--- config.mk ---
export PLATFORM = sky130hd
export DESIGN_NAME = neuron_accumulator
export DESIGN_NICKNAME = d
export VERILOG_FILES = /design/src/rtl/neuron_accumulator.sv
export SDC_FILE = /design/constraint.sdc
export NUM_CORES = 1
export LEC_CHECK = 0
export CORE_MARGIN = 3
export CORE_UTILIZATION = 30
export DETAILED_ROUTE_END_ITERATION = 10
export SYNTH_ARGS = -nofsm -noshare
export SYNTH_HDL_FRONTEND = slang
export SYNTH_SLANG_ARGS = --single-unit
export TNS_END_PERCENT = 10
--- constraint.sdc ---
create_clock -name clk -period 5.6 [get_ports clk]
set_clock_uncertainty 0.2 [all_clocks]
set_input_delay 1.12 -clock clk [delete_from_list [all_inputs] [get_ports clk]]
set_output_delay 1.12 -clock clk [all_outputs]
set_load 0.02 [all_outputs]
--- src/rtl/neuron_accumulator.sv ---
// Accumulates N_INPUTS sign-magnitude products for one neuron, adds a bias, then
// applies ReLU, scaling and saturation to form a 5-bit sign-magnitude activation.
module neuron_accumulator #(
    parameter int N_INPUTS = 4,
    parameter int ACC_W    = 16,
    parameter int SHIFT    = 4,
    parameter int RELU     = 1
) (
    input  logic                    clk,
    input  logic                    rst_n,
    input  logic                    clear,
    input  logic                    in_valid,
    output logic                    in_ready,
    input  logic [9:0]              in_prod,
    input  logic signed [ACC_W-1:0] bias,
    output logic                    out_valid,
    input  logic                    out_ready,
    output logic [4:0]              out_act,
    output logic signed [ACC_W-1:0] out_acc,
    output logic                    out_sat
);

    localparam int CNT_W = (N_INPUTS > 1) ? $clog2(N_INPUTS) : 1;
    localparam logic [CNT_W-1:0] LAST_CNT = CNT_W'(N_INPUTS - 1);

    typedef enum logic {ACCUM, OUTPUT} state_t;

    state_t                  state, state_nx;
    logic signed [ACC_W-1:0] acc;
    logic [CNT_W-1:0]        cnt;
    logic signed [ACC_W-1:0] prod;
    logic signed [ACC_W-1:0] sum;
    logic [ACC_W-1:0]        mag_full;
    logic [ACC_W-1:0]        shifted;
    logic                    neg;
    logic [3:0]              mag;
    logic [4:0]              act;
    logic                    act_sat;
    logic                    beat;
    logic                    last;

    // Product decode and the activation of the would-be final sum.
    // Negative zero decodes to -0 == 0, so it needs no special case.
    always_comb begin
        prod     = in_prod[9] ? -$signed(ACC_W'(in_prod[8:0])) : $signed(ACC_W'(in_prod[8:0]));
        sum      = acc + prod + bias;
        neg      = sum[ACC_W-1];
        mag_full = neg ? $unsigned(-sum) : $unsigned(sum);
        shifted  = mag_full >> SHIFT;
        mag      = shifted[3:0];
        act_sat  = 1'b0;
        if (shifted > ACC_W'(15)) begin
            mag     = 4'hF;
            act_sat = 1'b1;
        end
        act = {neg && (mag != 4'd0), mag};
        if (neg && (RELU != 0)) begin
            act     = 5'd0;
            act_sat = 1'b0;
        end
    end

    // Handshake and next-state logic; clear overrides everything.
    always_comb begin
        state_nx  = state;
        in_ready  = (state == ACCUM);
        out_valid = (state == OUTPUT);
        last      = (cnt == LAST_CNT);
        beat      = in_valid && (state == ACCUM) && !clear;
        case (state)
            ACCUM:  if (beat && last) state_nx = OUTPUT;
            OUTPUT: if (out_ready)    state_nx = ACCUM;
            default:                  state_nx = ACCUM;
        endcase
        if (clear) state_nx = ACCUM;
    end

    always_ff @(posedge clk or negedge rst_n) begin
        if (!rst_n) begin
            state   <= ACCUM;
            acc     <= '0;
            cnt     <= '0;
            out_act <= 5'd0;
            out_acc <= '0;
            out_sat <= 1'b0;
        end else begin
            state <= state_nx;
            if (clear) begin
                acc <= '0;
                cnt <= '0;
            end else if (beat) begin
                if (last) begin
                    out_acc <= sum;
                    out_act <= act;
                    out_sat <= act_sat;
                    acc     <= '0;
                    cnt     <= '0;
                end else begin
                    acc <= acc + prod;
                    cnt <= cnt + CNT_W'(1);
                end
            end
        end
    end

endmodule
# Word-level counts from Yosys, hierarchy flattened
# Index checks and enable logic that the tools add are counted.
[word_totals]
ff_bits = 41
wordCells = 39
output_inout_bits = 24
in_bits = 31
[op_classes]
mux = 16
eq_ne = 1
addsub = 5
bitwise_logic = 2
reduce_logical = 8
n_lt_le_gt_ge = 1
[ops]
columns = ["op", "count"]
rows = [
  ["$mux W16", 5],
  ["$add A16 B16 Y16", 2],
  ["$neg A16 Y16", 1],
  ["$neg A9 Y16", 1],
  ["$gt A12 B4 Y1 const B", 1],
  ["$mux W2", 3],
  ["$mux W1", 5],
  ["$mux W5", 1],
  ["$logic_and A1 B1 Y1", 4],
  ["$mux W4", 1],
  ["$reduce_bool A4 Y1", 1],
  ["$reduce_and A3 Y1", 1],
  ["$add A2 B1 Y2 const B", 1],
  ["$eq A2 B2 Y1 const B", 1],
  ["$not A1 Y1", 2],
  ["$pmux W1 S2", 1],
  ["$reduce_bool A2 Y1", 1],
  ["$logic_not A1 Y1", 1],
]

# Depth between registers and ports, before layout
[depth]
ltp_word = 11
ltp_mapped = 21
mapped_depth_nobuf = 21

# Worst setup path after synthesis
# Ideal clock, no wire load.
[synth_path]
path_kind = "input to register"
from = "in in_prod[3]"
to = "reg out_act[0]"
setup_ns = 0.137
t_required_ns = 5.263
n_path_buf = 0
setup_slack_ns = 0.265
t_arrival_ns = 4.998
stages = 18
cell_sequence = "nor4_4 -> a21oi_1 -> xor2_1 -> ha_1 -> or3_1 -> o21ai_0 -> a31oi_1 -> a21o_1 -> a21oi_1 -> xnor2_1 -> ha_1 -> and3_1 -> a311o_1 -> a21o_1 -> mux2i_1 -> or4b_4 -> o22ai_1 -> a21oi_1"
[synth_between]
elab_chain_cells = 9
[synth_lines]
columns = ["item", "line_no", "rtl"]
rows = [
  ["start, declared", "14", "input logic [9:0] in_prod,"],
  ["$neg A9 Y16", "45", "prod = in_prod[9] ? -$signed(ACC_W'(in_prod[8:0])) : $signed(ACC_W'(in_prod[8:0]));"],
  ["$mux W16 *", "45", ""],
  ["$add A16 B16 Y16 * (2 in a row)", "46", "sum = acc + prod + bias;"],
  ["$neg A16 Y16", "48", "mag_full = neg ? $unsigned(-sum) : $unsigned(sum);"],
  ["$mux W16", "48", ""],
  ["$gt A12 B4 Y1", "52", "if (shifted > ACC_W'(15)) begin"],
  ["$mux W4", "52", ""],
  ["$mux W5 *", "57", "if (neg && (RELU != 0)) begin"],
  ["end signal, assigned", "94", "out_act <= act;"],
  ["end, declared", "18", "output logic [4:0] out_act,"],
]
# Every way passes the cells marked *; elsewhere a longest branch is shown, timed or not.
# A chain may end at the register's enable or synchronous reset.

# Final worst setup path
# Same ends and word-level chain as after synthesis.

==> impl_metrics.toml <==
[global_route]
grt_max_degree = 42
grt_pass1_vias = 3168
grt_antenna_before_repair = 0
gr-total-overflow = 0
gr-usage-all-layers_pct = 14.2
grt_pass1_wl_um = 14700

[die]
fp.dieW_um = 111
design.die.area_sq_mm = 0.0124
rows = 37
start_util_pct = 31.4
top_level_ports = 55
core_area_sq_mm = 0.0106
die_y_um = 111

[clocking]
clk_pin_slew_ps = 90
tritoncts = "built"
worstSkewPairLatency_ps = 300
root_buffer = "clkbuf_8"
cts-buffers-inserted = 5
cts_sinks = 41
cts_hold_buf = 0
cts.htree.levels = 2
clock_path_buffers = 2

[place]
dpl_cell_area_sq_mm = 0.00458
place_hpwl_um = 7020
dp_cells = 618
portBuffers = 54
routabilityCongestion = 0.834

[sta]
finalHoldViolCount = 0
period_share_pct = 96.6
relSlewSlack_pct = 39.2
worst_pin_slew_ps = 912
max_freq_mhz = 185
min_period_ps = 5410
finalSetupViolCount = 0
drv_slew = 0

[run]
drv_cap = 0

[critical_path]
worst_path_max_delay_cell = "or4b_4"
reg2reg_from = "acc[0]"
r2r_slack_ps = 1270
path_class = "in -> reg"
reg2reg_to = "out_act[0]"
required_ps = 5580
crit_family = "simple AND/OR/NAND/NOR gates"
crit_path_start_kind = "input port"
cp.depth = 20
reg2regPathDepth = 17
critPathArrivalTime_ps = 5390
critPathBufInv = 2
crit_path_end_kind = "register"
path_cells = "clkdlybuf4s50_1, nor4_4, a21oi_2, xor2_1, ha_1, or3_4, o21ai_2, a31oi_2, a21o_1, a21oi_2, xnor2_1, ha_1, and3_1, buf_4, o311a_1, nor3_2, o2111ai_1, or4b_4, o22ai_1, a21oi_1"
max_stage_delay_ps = 610
crit_fanout = 5

[synthesis]
synth_cell_types = 54
synth_area_per_cell_sq_um = 9.27
syn_area_sq_mm = 0.00332
synth-async-reset-ratio_pct = 100
ys_seq_elements = 41
seq_area_frac_synth_pct = 30.9
yosys_warnings = 0
synth_ff_type = "dfrtp_1"
synthCells = 358
synth_edf_count = 0
synth_nets = 429

[finish]
fillers = 1020
fin_cells = 634
mostFrequentLayoutCells = "buf_4 (84), clkdlybuf4s50_1 (47), dfrtp_1 (41)"
multi_input_area_sq_mm = 0.00238
drive_gt1_share_pct = 29.1
fin_area_sq_mm = 0.00495
areaGrowthSynthToFinish_pct = 49.2
diodes = 0
regArea_sq_mm = 0.00103
final_core_util_pct = 46.9
final_common_cell = "buf_4"
fin_nets = 568

[power_and_ir_drop]
peakVddDrop_mv = 0.214
p_leak_nw = 2.41
p_per_area_mw_per_mm2 = 414

[route]
num_vias = 3129
route.detailed.drc = 0
via_per_inst = 4.94
wirelength_um = 8780
first_pass_iters = 4
drtIter0Drc = 116
ant_nets = 0
wire_per_inst_um = 13.9

[min_path]
min-delay-path-class = "reg -> reg"
whs_endpoint = "out_acc[6]"
hold_depth = 2
worstHoldStart = "out_acc[6]"

[status]
status = "finished clean"
## per-layer routing
metal | vias up | track usage (%) | share of wire, %
li1 | 1588 | - | -
met1 | 1481 | 18.1 | 45
met2 | 52 | 24.8 | 50
met3 | 8 | 1.97 | 2.9
met4 | 0 | 4.14 | 1.2
met5 | - | 0 | 0
## per-stage QoR
step                power, mW  TNS [ps]  worst slack, ps  hold WS, ps
finish                   2.05         0              190          278
global route             2.23     -93.2            -35.7          299
CTS                      1.98         0            0.766          283
detailed placement       1.70     -1940             -338          263
global placement         1.67     -1340             -239          258
floorplan                1.14         0              265          264
## power by group
| part | switching [mW] | total (mW) | internal [mW] |
|---|---|---|---|
| sequential | 0.0470 | 0.417 | 0.370 |
| combinational | 0.645 | 1.38 | 0.735 |
| clock | 0.106 | 0.251 | 0.145 |
## sequential cells by signal, summed over array words and instances, names as in the netlist
signal,flops
out_sat,1
acc,16
cnt,2
out_acc,16
out_act,5
out_valid,1
## cells by family (layout without fill, tap and decap cells)
group | count (synthesis) | count (layout) | synth area share (%)
AND/OR/NAND/NOR | 89 | 89 | 13.2
buffers and inverters | 23 | 163 | 2.60
flip-flops | 41 | 41 | 30.9
adder cells (fa/ha/maj) | 40 | 40 | 15.5
multiplexers | 4 | 4 | 1.39
XOR/XNOR | 35 | 35 | 9.69
AO/OA/AOI/OAI | 126 | 126 | 26.7
## worst register-to-register path: stages, from the launching register on
cell       delay, ps
dfrtp_1          360
ha_1             200
inv_1             80
fa_2             390
nor2b_4          130
buf_4            110
o21a_1           110
nor2_2            50
xnor2_2          140
ha_1             340
and3_4           180
a221o_1          350
o311a_1          410
nor3_2           230
o2111ai_1        140
or4b_4           610
o22ai_1          140
a21oi_1           50
## synthesized netlist by cell type (all sizes together), types with 3 or more instances
| master | n | share of area [%] |
|---|---|---|
| a211oi | 4 | 1.1 |
| a21o | 13 | 3.0 |
| a21oi | 25 | 3.8 |
| a22o | 14 | 3.7 |
| a31o | 3 | 0.79 |
| a31oi | 7 | 1.3 |
| and2 | 3 | 0.68 |
| and3 | 3 | 0.57 |
| clkbuf | 7 | 0.79 |
| dfrtp | 41 | 31 |
| ha | 38 | 14 |
| inv | 16 | 1.8 |
| nand2 | 39 | 4.4 |
| nand2b | 5 | 0.94 |
| nor2 | 16 | 1.8 |
| nor3 | 7 | 1.1 |
| nor4 | 3 | 1.0 |
| o21a | 6 | 1.4 |
| o21ai | 27 | 4.1 |
| o21bai | 4 | 0.90 |
| o22ai | 4 | 0.75 |
| o31ai | 5 | 1.1 |
| or3 | 5 | 0.94 |
| xnor2 | 24 | 6.8 |
| xor2 | 11 | 2.9 |
## what timing repair did
action | 4_1_cts | 5_1_grt
buffers inserted | 3 | 5
pin swaps | 4 | 22
gates resized for setup | 6 | 41
endpoints found under the setup margin | 4 | 7
## layout make-up
type,instances,area share (%)
multi-input cells,294,48.1
well taps,136,3.44
clock inverters,2,0.758
flip-flops and latches,41,20.7
clock buffers,6,1.67
inverters,16,1.21
repair buffers,139,24.1
## worst max-delay path by stage
stage	startpoint	to
2_1_floorplan	in_prod[3]	out_act[0]
3_3_place_gp	in_prod[1]	out_act[0]
3_5_place_dp	in_prod[1]	out_act[2]
4_1_cts	in_prod[1]	out_act[3]
5_1_grt	in_prod[3]	out_act[2]
6_report	in_prod[3]	out_act[0]
Power figures use the tool's default switching activity.
